===== config.mk =====
export PLATFORM = sky130hd
export DESIGN_NAME = multicycle_ctrl
export DESIGN_NICKNAME = d
export VERILOG_FILES = /design/src/rtl/mc_ctrl_pkg.sv /design/src/rtl/multicycle_ctrl.sv
export SDC_FILE = /design/constraint.sdc
export NUM_CORES = 1
export LEC_CHECK = 0
export BUFFER_PORTS_ARGS = -buffer_cell sky130_fd_sc_hd__buf_2
export CAP_MARGIN = 10
export CORE_MARGIN = 8
export CORE_UTILIZATION = 34
export DETAILED_ROUTE_END_ITERATION = 8
export PLACE_DENSITY = 0.75
export SYNTH_ARGS = -nofsm -noshare
export SYNTH_HDL_FRONTEND = slang
export SYNTH_SLANG_ARGS = --single-unit

===== constraint.sdc =====
create_clock -name clk -period 1.5 [get_ports clk]
set_clock_uncertainty 0.2 [all_clocks]
set_input_delay 0.075 -clock clk [delete_from_list [all_inputs] [get_ports clk]]
set_output_delay 0.075 -clock clk [all_outputs]
set_load 0.02 [all_outputs]

===== src/rtl/mc_ctrl_pkg.sv =====
// Shared constants for the multicycle main-control FSM: state encodings,
// opcode values and ALU operation selectors.
package mc_ctrl_pkg;

   localparam int unsigned STATE_W = 4;
   localparam int unsigned OP_W    = 7;
   localparam int unsigned ALUOP_W = 2;
   localparam int unsigned CNT_W   = 32;

   typedef enum logic [STATE_W-1:0] {
      S_FETCH   = 4'd0,
      S_DECODE  = 4'd1,
      S_EXEC_R  = 4'd2,
      S_ADDR    = 4'd3,
      S_MEM_RD  = 4'd4,
      S_MEM_WR  = 4'd5,
      S_WB_R    = 4'd6,
      S_WB_MEM  = 4'd7,
      S_BRANCH  = 4'd8,
      S_ILLEGAL = 4'd9
   } state_t;

   localparam logic [OP_W-1:0] OP_R      = 7'b0110011;
   localparam logic [OP_W-1:0] OP_LOAD   = 7'b0000011;
   localparam logic [OP_W-1:0] OP_STORE  = 7'b0100011;
   localparam logic [OP_W-1:0] OP_BRANCH = 7'b1100011;

   localparam logic [ALUOP_W-1:0] ALUOP_ADD   = 2'd0;
   localparam logic [ALUOP_W-1:0] ALUOP_SUB   = 2'd1;
   localparam logic [ALUOP_W-1:0] ALUOP_FUNCT = 2'd2;

   // States whose exit into FETCH completes an instruction.
   function automatic logic is_retire_state(input state_t s);
      return (s == S_WB_R) || (s == S_WB_MEM) || (s == S_MEM_WR) || (s == S_BRANCH);
   endfunction

endpackage


===== src/rtl/multicycle_ctrl.sv =====
// Moore main-control FSM for a multicycle datapath with sticky illegal-opcode flag.
// Optional retired-instruction counter enabled by MULTICYCLE_CTRL_PERF_EN.
module multicycle_ctrl
   import mc_ctrl_pkg::*;
(
   input  logic               clk,
   input  logic               rst,
   input  logic [OP_W-1:0]    opcode,
   input  logic               zero,
   input  logic               mem_ready,
   output logic               pc_write,
   output logic               pc_src,
   output logic               ir_write,
   output logic               i_or_d,
   output logic               MemRead,
   output logic               MemWrite,
   output logic               RegWrite,
   output logic               MemToReg,
   output logic               ALUSrc,
   output logic               Branch,
   output logic [ALUOP_W-1:0] ALUop,
   output logic               illegal,
   output logic [STATE_W-1:0] state_o,
   output logic [CNT_W-1:0]   retired
);

   state_t state_q;
   state_t state_d;
   logic   illegal_q;
   logic   is_store_q;

   // State register plus flags captured alongside it.
   always_ff @(posedge clk) begin
      if (rst) begin
         state_q    <= S_FETCH;
         illegal_q  <= 1'b0;
         is_store_q <= 1'b0;
      end else begin
         state_q <= state_d;
         if (state_d == S_ILLEGAL) illegal_q  <= 1'b1;
         if (state_q == S_DECODE)  is_store_q <= opcode[5];
      end
   end

   // Next-state and control decode.
   always_comb begin
      state_d  = state_q;
      pc_write = 1'b0;
      pc_src   = 1'b0;
      ir_write = 1'b0;
      i_or_d   = 1'b0;
      MemRead  = 1'b0;
      MemWrite = 1'b0;
      RegWrite = 1'b0;
      MemToReg = 1'b0;
      ALUSrc   = 1'b0;
      Branch   = 1'b0;
      ALUop    = ALUOP_ADD;
      case (state_q)
         S_FETCH: begin
            MemRead = 1'b1;
            if (mem_ready) begin
               ir_write = 1'b1;
               pc_write = 1'b1;
               state_d  = S_DECODE;
            end
         end
         S_DECODE: begin
            case (opcode)
               OP_R:               state_d = S_EXEC_R;
               OP_LOAD, OP_STORE:  state_d = S_ADDR;
               OP_BRANCH:          state_d = S_BRANCH;
               default:            state_d = S_ILLEGAL;
            endcase
         end
         S_EXEC_R: begin
            ALUop   = ALUOP_FUNCT;
            state_d = S_WB_R;
         end
         S_WB_R: begin
            RegWrite = 1'b1;
            state_d  = S_FETCH;
         end
         S_ADDR: begin
            ALUop   = ALUOP_ADD;
            ALUSrc  = 1'b1;
            state_d = is_store_q ? S_MEM_WR : S_MEM_RD;
         end
         S_MEM_RD: begin
            MemRead = 1'b1;
            i_or_d  = 1'b1;
            if (mem_ready) state_d = S_WB_MEM;
         end
         S_WB_MEM: begin
            RegWrite = 1'b1;
            MemToReg = 1'b1;
            state_d  = S_FETCH;
         end
         S_MEM_WR: begin
            MemWrite = 1'b1;
            i_or_d   = 1'b1;
            if (mem_ready) state_d = S_FETCH;
         end
         S_BRANCH: begin
            ALUop    = ALUOP_SUB;
            Branch   = 1'b1;
            pc_src   = 1'b1;
            pc_write = zero;
            state_d  = S_FETCH;
         end
         S_ILLEGAL: state_d = S_ILLEGAL;
         default:   state_d = S_FETCH;
      endcase
   end

   assign illegal = illegal_q;
   assign state_o = state_q;

`ifdef MULTICYCLE_CTRL_PERF_EN
   logic [CNT_W-1:0] retired_q;

   // Count instructions as they hand control back to FETCH.
   always_ff @(posedge clk) begin
      if (rst) begin
         retired_q <= '0;
      end else if (state_d == S_FETCH && is_retire_state(state_q)) begin
         retired_q <= retired_q + CNT_W'(1);
      end
   end

   assign retired = retired_q;
`else
   assign retired = '0;
`endif

endmodule


==> impl_metrics.json <==
{
  "status": "finished, violations left",
  "failed_checks": "setup timing",
  "worst-endpoint-required_ps": 1220,
  "finalNetCount": 150,
  "grt.met1_usage": 0.1093,
  "yosys_warnings": 0,
  "p_leak_nw": 0.5152,
  "worstPathMaxFanout": 9,
  "final_cell_area_um2": 997.2,
  "fin_ws_ps": -95.17,
  "switchingPower_mw": 0.2420,
  "num_vias": 689,
  "syn_to_final_growth_pct": 41.31,
  "die_h_um": 61.56,
  "dpl.hpwl_mm": 1.461,
  "overflow": 0,
  "dpl-instance-area_um2": 803.3,
  "yosysSeqAreaShare": 0.1702,
  "pre_cts_ws_ps": -51.89,
  "diodes": 0,
  "drive_gt1_frac": 0.4058,
  "port_buffers": 27,
  "p_comb_frac": 0.424,
  "grt_first_pass_wirelength_mm": 2.842,
  "wl_per_cell_um": 11.84,
  "sw_frac_of_total": 0.4027,
  "drc": 0,
  "arrival_ps": 1320,
  "critPathLaunchType": "flip-flop",
  "cts_buffers": 3,
  "max_freq_mhz": 626.9,
  "die_w_um": 61.56,
  "clkPwrFrac": 0.287,
  "drtIter0Drc": 11,
  "root_buffer": "clkbuf_4",
  "via_per_inst": 4.176,
  "pwr_density_cell_nw_per_um2": 602.7,
  "cts_tree": "done",
  "peakVddDrop_v": 0.0005230,
  "min_path_type": "input port to flip-flop",
  "syn_area_um2": 705.7,
  "antenna_found_initial": 0,
  "fin_crit_sh": 1.063,
  "rows": 16,
  "cap_violations": 0,
  "postRouteAntennaNets": 0,
  "gp_congestion": 0.8222,
  "fin_cells": 165,
  "drtPass1Iterations": 2,
  "critical_path_class": "flip-flop to primary output",
  "clock_sinks": 6,
  "worstSkewPairLatency_ps": 260,
  "post-route-util": 0.5083,
  "h-tree-depth": 1,
  "seqPwrFrac": 0.289,
  "gr-usage-met2": 0.1640,
  "grt_pass1_vias": 679,
  "finalSetupViolCount": 9,
  "total_power_mw": 0.6010,
  "clk_path_buf_depth": 2,
  "worst_setup_path_end_kind": "primary output",
  "dp.cells": 151,
  "slew_violations": 0,
  "start_util": 0.3597,
  "top_usage_layer": "met2",
  "dieArea_um2": 3789,
  "routed_wl_mm": 1.954,
  "io_pins": 60,
  "grt_max_degree": 15,
  "yosysUniqueCellTypes": 28,
  "ys_ff_latch": 6,
  "layout_min_cycle_time_ps": 1595,
  "grt_usage": 0.09836,
  "finalHoldViolations": 0,
  "use_met3": 0.03132,
  "p_int_mw": 0.3590,
  "clk_pin_slew_ps": 50,
  "syn_inst": 97,
  "syn-mean-instance-area_um2": 7.275,
  "rsz0062_at_grt": "yes",
  "core-area_um2": 1962
}
## final timing paths
check	start	end	slack [ps]	depth (start not counted)
setup / recovery	state_o[2]	pc_write	-100	5
hold / removal	opcode[6]	state_o[1]	30	4
setup reg to reg	state_o[1]	state_o[0]	-10	6
hold reg to reg	illegal	illegal	290	1
## state kept, by name (all words and copies together) (netlist names)
| signal | cells |
|---|---|
| state_o | 4 |
| is_store_q | 1 |
| illegal | 1 |
## critical path: stages (launching register included)
cell and delay [ps]:
dfxtp_2 330, buf_6 140, nor3_4 190, and3_4 200, a21o_1 100, buf_6 110
## timing repair
| item | in CTS | in global routing |
|---|---|---|
| resized for setup | 9 | 12 |
| pin swaps | 2 | 2 |
| hold buffers | 4 | 0 |
| endpoints found under the setup margin | 8 | 16 |
| setup buffers | 6 | 0 |
| hold endpoints to repair | 6 | 0 |
## power groups by stage
stage | registers [mW] | logic (mW) | clock network [mW]
after global routing | 0.175 | 0.277 | 0.190
after floorplan | 0.189 | 0.224 | 0
final | 0.173 | 0.255 | 0.173
after detailed placement | 0.181 | 0.215 | 0
after global placement | 0.181 | 0.212 | 0
after CTS | 0.173 | 0.237 | 0.177
## cells by family after synthesis
kind of cell,count (synthesis),share of synthesized area
muxes,1,0.01418
and+or+nand+nor,34,0.2660
xor gates and xnor gates,1,0.01241
AOI/OAI and AO/OA,13,0.1277
buffers and inverters,41,0.4043
other,1,0.005314
DFF,6,0.1702
## cell usage after synthesis, drive strengths merged
library cell | number | share of area
and3 | 1 | 0.0089
buf | 35 | 0.37
mux2i | 1 | 0.014
o21ai | 2 | 0.014
nor3 | 5 | 0.035
nand3b | 2 | 0.021
a221oi | 1 | 0.012
a211oi | 2 | 0.021
clkbuf | 3 | 0.016
conb | 1 | 0.0053
o311a | 1 | 0.016
and4bb | 1 | 0.018
xor2 | 1 | 0.012
nand3 | 1 | 0.0071
a31oi | 1 | 0.0089
nor4b | 1 | 0.012
and2 | 1 | 0.0089
nand2b | 6 | 0.053
a21oi | 3 | 0.021
a22o | 1 | 0.012
inv | 3 | 0.016
or4 | 1 | 0.011
nor2 | 10 | 0.053
and2b | 2 | 0.021
dfxtp | 6 | 0.17
nand2 | 3 | 0.016
o21bai | 1 | 0.011
a21o | 1 | 0.011
## area by class of cell
class | instances | area (um^2)
fillers | 214 | 964.7
flip-flops and latches | 6 | 130.1
repair buffers | 44 | 316.6
multi-input cells | 81 | 479.2
inverters | 3 | 11.26
clock buffers | 4 | 26.28
well taps | 27 | 33.78
## through the flow
stage | hold WS, ps | TNS, ps
after CTS | 10.63 | -304.1
after detailed placement | 118.6 | -51.89
after global routing | 37.75 | -1031
final | 25.17 | -240.7
after global placement | 112.0 | -8.545
after floorplan | -59.68 | -48.43
## layer usage
layer / vias up / part of all wire
met3: 4 / 0.11
met1: 305 / 0.41
met2: 39 / 0.47
met5: - / 0
met4: 0 / 0.016
li1: 341 / -
## placed cells by master, fill, tap and decap left out, types with 2 or more instances in the layout
| cell type | instances |
|---|---|
| nand2b_4 | 3 |
| buf_2 | 20 |
| a21oi_1 | 2 |
| dlygate4sd3_1 | 4 |
| buf_4 | 13 |
| buf_6 | 7 |
| nand2b_1 | 3 |
| and2b_1 | 2 |
| nand2_1 | 3 |
| nor3_1 | 3 |
| conb_1 | 32 |
| dfxtp_4 | 2 |
| a211oi_1 | 2 |
| nor2_1 | 10 |
| inv_1 | 3 |
| dfxtp_1 | 2 |
| nand3b_1 | 2 |
| dfxtp_2 | 2 |
| o21ai_0 | 2 |
| clkbuf_4 | 3 |
No activity file was read; power rests on OpenSTA's default activity.
